==> src/rtl/bin_to_bcd_seq.sv <==
// Sequential double-dabble binary-to-BCD converter: one input bit per clock,
// packed BCD plus a zero-suppressed sign delivered with a one-cycle ready pulse.
module bin_to_bcd_seq #(
  parameter int WORD_LENGTH = 16,
  parameter int DIGITS      = 10
) (
  input  logic                     clk,
  input  logic                     reset,
  input  logic                     start,
  input  logic [2*WORD_LENGTH-1:0] Result,
  input  logic                     sign,
  output logic                     busy,
  output logic                     ready,
  output logic [4*DIGITS-1:0]      bcd,
  output logic                     sign_out
);

  localparam int NB = 2 * WORD_LENGTH;
  localparam int BW = 4 * DIGITS;
  localparam int CW = $clog2(NB + 1);

  localparam logic [1:0] S_IDLE    = 2'd0;
  localparam logic [1:0] S_CONVERT = 2'd1;
  localparam logic [1:0] S_DONE    = 2'd2;

  logic [1:0]    r_state;
  logic [NB-1:0] r_shift;
  logic [BW-1:0] r_scratch;
  logic [CW-1:0] r_cnt;
  logic          r_sign;
  logic [BW-1:0] r_bcd;
  logic          r_sign_out;

  logic [BW-1:0] w_scratch_nxt;
  logic          w_accept;
  logic          w_last;

  // Add-3 on every digit, then shift left by one: each digit's post-adjust MSB
  // carries into the next digit's LSB, the shift register MSB enters digit 0.
  always_comb begin
    logic [3:0] v_dig;
    logic       v_carry;
    w_scratch_nxt = '0;
    v_dig         = '0;
    v_carry       = r_shift[NB-1];
    for (int unsigned d = 0; d < DIGITS; d++) begin
      v_dig = r_scratch[4*d +: 4];
      if (v_dig >= 4'd5) v_dig = v_dig + 4'd3;
      w_scratch_nxt[4*d +: 4] = {v_dig[2:0], v_carry};
      v_carry = v_dig[3];
    end
  end

  assign w_accept = start && (r_state != S_CONVERT);
  assign w_last   = (r_cnt == CW'(NB - 1));

  always_ff @(posedge clk or negedge reset) begin
    if (!reset) begin
      r_state    <= S_IDLE;
      r_shift    <= '0;
      r_scratch  <= '0;
      r_cnt      <= '0;
      r_sign     <= 1'b0;
      r_bcd      <= '0;
      r_sign_out <= 1'b0;
    end else if (w_accept) begin
      r_shift   <= Result;
      r_sign    <= sign & (|Result);
      r_scratch <= '0;
      r_cnt     <= '0;
      r_state   <= S_CONVERT;
    end else begin
      case (r_state)
        S_CONVERT: begin
          r_scratch <= w_scratch_nxt;
          r_shift   <= {r_shift[NB-2:0], 1'b0};
          r_cnt     <= r_cnt + CW'(1);
          if (w_last) begin
            r_bcd      <= w_scratch_nxt;
            r_sign_out <= r_sign;
            r_state    <= S_DONE;
          end
        end
        default: r_state <= S_IDLE;
      endcase
    end
  end

  assign busy     = (r_state == S_CONVERT);
  assign ready    = (r_state == S_DONE);
  assign bcd      = r_bcd;
  assign sign_out = r_sign_out;

endmodule
==> config.mk <==
export PLATFORM = sky130hd
export DESIGN_NAME = bin_to_bcd_seq
export DESIGN_NICKNAME = d
export VERILOG_FILES = /design/src/rtl/bin_to_bcd_seq.sv
export SDC_FILE = /design/constraint.sdc
export NUM_CORES = 1
export LEC_CHECK = 0
export ABC_CLOCK_PERIOD_IN_PS = 4500
export BUFFER_PORTS_ARGS = -buffer_cell sky130_fd_sc_hd__buf_4
export CELL_PAD_IN_SITES_DETAIL_PLACEMENT = 0
export CELL_PAD_IN_SITES_GLOBAL_PLACEMENT = 1
export CORE_AREA = 2 2 115 117
export DETAILED_ROUTE_END_ITERATION = 8
export DIE_AREA = 0 0 117 119
export GPL_ROUTABILITY_DRIVEN = 0
export PLACE_DENSITY = 0.83
export SYNTH_ARGS = -nofsm -noshare
export SYNTH_HDL_FRONTEND = slang
export SYNTH_SLANG_ARGS = --single-unit
==> constraint.sdc <==
create_clock -name clk -period 4.5 [get_ports clk]
set_input_delay 0.45 -clock clk [delete_from_list [all_inputs] [get_ports clk]]
set_output_delay 0.45 -clock clk [all_outputs]
set_load 0.05 [all_outputs]
==> summary by stage <==
Status
The run finished with clean final reports.

Worst setup path
Walking the worst path, the cells encountered are nand2b_4 -> inv_2 -> nand4_4 -> mux2_4. The worst path required time is between 4 and 5 ns. The number of cells on the worst reg-to-reg path is 4.

The worst setup path is launched from a register. Counting both buffers and inverters, the worst setup path holds a total of 1. In this run the worst path has a maximum fanout of 81. At the worst endpoint, the arrival time is 3.04 ns.

The slack of the worst reg-to-reg path is 1.75 ns. The startpoint identified for the worst register-to-register timing path is r_state[1]. The endpoint identified for the worst register-to-register timing path is sign_out. The largest single stage delay on the critical path is 0.83 ns. The type of the worst setup path is reg2reg.

The kind of end point of the critical path is a register. In this design, the largest share of critical-path delay is due to simple AND/OR/NAND/NOR gates. For this design, the slowest cell found on the critical path is sky130_fd_sc_hd__nand4_4.

Detailed routing
The count of nets left with antenna violations once routing finished came out at 0. The number of optimization iterations in the first detailed-route pass is 4. For this run, design rule violations remaining after detail routing come to 0. The routed wire length is 11800 um. The detailed router finished its first iteration with 232 violations. The total via count after detailed routing is roughly 4500. The mean number of vias per cell is 5.19. The routed length per placed instance is 13.7 um.

Yosys
The fraction of the mapped netlist area in compound gates is 13.5%. In this run, synthesis produced a sequential element count of between 100 and 150. The synthesized netlist devotes 16.8% of its cell area to simple gates. After synthesis, the largest family of logic cells by area is simple AND/OR/NAND/NOR gates. Of the synthesized area, sequential elements account for approximately 52%.

Yosys printed 0 warnings. After Yosys synthesis, full adders, half adders and majority gates account for 4.44% of the synthesized area. Of the post-synthesis cell area, the part taken by muxes is 7.75%. The number of nets handed over by synthesis was 660. The post-synthesis average cell area is a little under 10 um2. In the synthesized netlist, the number of instances is around 600.

The parity-gate share of the synthesized area counting xor and xnor cells is 1.63%. The number of library cell types mapped by synthesis is 35. The area of the mapped netlist is 5920 um2.

Clocking
The tree is rooted in a sky130_fd_sc_hd__clkbuf_16. Post-CTS repair changed the size of 0 cells. Counting along the longest clock path gives a buffer depth of 2.

The CTS tree is yes. TritonCTS created 17 clock buffers. The tree built by TritonCTS fans out to 122 sinks.

In this run the number of H-tree levels came out at 4. The buffers inserted during post-CTS setup optimization is 0. The later pin in the worst-skew pair is clocked with a latency of 0.41 ns.

Clock-pin slew was measured on the worst setup and hold paths at roughly 0.05 ns. For this design, the CTS-stage hold fixing added 0 buffers.

GRT
For this run, the total global-route usage over all layers was measured as between 10% and 20%. The number of global-route vias before repair is between 4000 and 5000. The final global-route overflow total is 0. The first global-routing pass estimated 20800 um of wire. The number of antenna violations at the first check in global routing was 0.

Entering global routing, the biggest net connects 87 pins.

Run
The tool flagged a number of max-cap violations equal to 0.

Min path
The worst hold-check path type is in2async.

Placement
Detailed placement finished with a half-perimeter wire length of between 7000 and 8000 um. Buffers placed on the I/O ports in this run total 78.

Timing
The count of endpoints failing setup in the final report is 0. The clock arrives with slightly below 0.006 ns of skew. The tightest slew margin relative to the limit is about 28%.

The number of failing hold endpoints at the final stage came to 0. The final worst hold slack is 0.230 ns. For this run, the top clock speed supported by timing is 364 MHz. Setup repair after global routing left no endpoint under its margin. Summed over all failing endpoints, the final setup total negative slack is 0 ns. The number of max-slew violations in the final report is 0. The final critical-path share of the clock period is 61.1%. The clock period could shrink to between 2 and 3 ns. For the pin with the worst max-slew slack, the measured transition is 1.07 ns.

Cells and area
The area added between synthesis and finish is 20.6%. The total area of sequential cells is 3050 um2. Once layout is complete, the utilization of the core stands at between 50 and 60%. The repair_antennas step left the layout with diodes totalling 0.

The net total in the final layout is 726. The multi-input combinational cell area is 2610 um2. The fraction of final layout cells with drive strength greater than 1 is 18.5%. The fill cell instance count of the final layout is 1156.

Power
In this run the static leakage power is 3.31 nW. IR analysis of the VDD net gives a maximum drop of roughly 230 uV. For this design the ratio of total power to cell area is about 750 nW/um2. The design draws about 5.4 mW.

Die
The core region is around 13000 um2. The die height is 119 um. The site row count is 42. The chip width is 117 um.

For this configuration, the core starts out at a cell density of between 40% and 50%. The number of top-level design ports is 79. The area of the die is 13900 um2.
[area by class of cell]
class / instances / share of cell area (%)
clock inverter: 9 / 1.33
tap: 176 / 3.08
multi-input combinational: 426 / 36.6
sequential: 122 / 42.7
timing repair buffer: 80 / 8.41
inverter: 22 / 1.16
clock buffer: 23 / 6.69
[metrics by stage]
step | area, um2 | worst slack, ns | std cells
after detailed placement | 6570 | 1.68 | 826
final | 7140 | 1.75 | 858
after CTS | 7140 | 1.68 | 858
after global placement | 6570 | 1.73 | 826
after global routing | 7140 | 1.41 | 858
after floorplan | 5920 | 2.92 | 603
[routing by layer]
metal	vias up	part of all wire (%)	global-route usage (%)
li1	2229	-	-
met4	0	1.3	6.76
met1	2133	47	25.0
met2	79	47	29.2
met5	-	0	0
met3	14	4.1	5.04
[registers in the layout, summed over array words and instances, names as in the netlist]
signal	flops
r_shift	32
r_state	2
sign_out	1
bcd	40
r_sign	1
r_cnt	6
r_scratch	40
[how the worst max path moves through the flow]
stage | start | end | slack, ns | depth (start not counted)
floorplan | r_state[1] | busy | 2.92 | 5
global placement | r_state[1] | sign_out | 1.73 | 4
detailed placement | r_state[1] | sign_out | 1.68 | 4
CTS | r_state[1] | sign_out | 1.68 | 4
global route | r_state[1] | bcd[0] | 1.41 | 4
finish | r_state[1] | sign_out | 1.75 | 4
[cells in the final DEF, fill, tap and decap left out, drive strengths merged, types with 10 or more instances in the layout]
| cell | Yosys | routed |
|---|---|---|
| a21oi | 30 | 30 |
| buf | 22 | 80 |
| clkbuf | 11 | 23 |
| dfrtp | 122 | 122 |
| ha | 21 | 21 |
| inv | 22 | 22 |
| mux2 | 12 | 12 |
| mux2i | 32 | 32 |
| nand2 | 89 | 89 |
| nand2b | 11 | 11 |
| nand3 | 12 | 12 |
| nand3b | 11 | 11 |
| nor3 | 10 | 10 |
| nor3b | 19 | 19 |
| o21ai | 128 | 128 |
| or3 | 19 | 19 |
| xnor2 | 10 | 10 |
[cell families (layout without fill, tap and decap cells)]
family	after synthesis	count (layout)
AND/OR/NAND/NOR	191	191
AO/OA/AOI/OAI	159	159
flip-flops	122	122
buffers and inverters	55	134
multiplexers	44	44
adder cells (fa/ha/maj)	21	21
XOR/XNOR	11	11
[where the power goes]
part           switching [mW]  total, mW  internal [mW]
registers               0.322       1.87           1.55
logic                    1.37       2.18          0.811
clock network           0.459       1.31          0.850
[cell usage after synthesis]
library cell | instances | area share (%)
sky130_fd_sc_hd__buf_6 | 2 | 0.38
sky130_fd_sc_hd__xnor2_1 | 10 | 1.5
sky130_fd_sc_hd__nand3_1 | 12 | 1.0
sky130_fd_sc_hd__or3_1 | 19 | 2.0
sky130_fd_sc_hd__nor2_2 | 1 | 0.11
sky130_fd_sc_hd__o21ai_0 | 127 | 11
sky130_fd_sc_hd__mux2_2 | 11 | 2.1
sky130_fd_sc_hd__dfrtp_1 | 122 | 52
sky130_fd_sc_hd__nor2_1 | 4 | 0.25
sky130_fd_sc_hd__and2b_1 | 1 | 0.13
sky130_fd_sc_hd__nor3b_1 | 19 | 2.4
sky130_fd_sc_hd__a21oi_1 | 30 | 2.5
sky130_fd_sc_hd__nor4_1 | 8 | 0.85
sky130_fd_sc_hd__nand2_1 | 89 | 5.6
sky130_fd_sc_hd__nand2b_4 | 1 | 0.23
sky130_fd_sc_hd__clkbuf_1 | 10 | 0.63
sky130_fd_sc_hd__inv_2 | 1 | 0.063
sky130_fd_sc_hd__ha_1 | 21 | 4.4
sky130_fd_sc_hd__nand3b_1 | 11 | 1.4
sky130_fd_sc_hd__inv_1 | 21 | 1.3
sky130_fd_sc_hd__o21ai_1 | 1 | 0.084
sky130_fd_sc_hd__xor2_1 | 1 | 0.15
sky130_fd_sc_hd__buf_4 | 3 | 0.38
sky130_fd_sc_hd__o31ai_1 | 1 | 0.13
sky130_fd_sc_hd__mux2_4 | 1 | 0.25
sky130_fd_sc_hd__nand4_4 | 1 | 0.36
sky130_fd_sc_hd__nand4_1 | 2 | 0.21
sky130_fd_sc_hd__mux2i_1 | 32 | 5.4
sky130_fd_sc_hd__and3_1 | 1 | 0.11
sky130_fd_sc_hd__and2_2 | 1 | 0.13
sky130_fd_sc_hd__nor2b_1 | 1 | 0.11
sky130_fd_sc_hd__nor3_1 | 10 | 0.85
sky130_fd_sc_hd__nand2b_1 | 10 | 1.1
sky130_fd_sc_hd__buf_2 | 17 | 1.4
sky130_fd_sc_hd__clkbuf_2 | 1 | 0.084
[worst register-to-register path, stage by stage, from the launching register on]
cell                       delay [ns]
sky130_fd_sc_hd__dfrtp_1         0.37
sky130_fd_sc_hd__nand2b_4        0.39
sky130_fd_sc_hd__inv_2           0.47
sky130_fd_sc_hd__nand4_4         0.83
sky130_fd_sc_hd__mux2_4          0.58
Power figures use the tool's default switching activity.
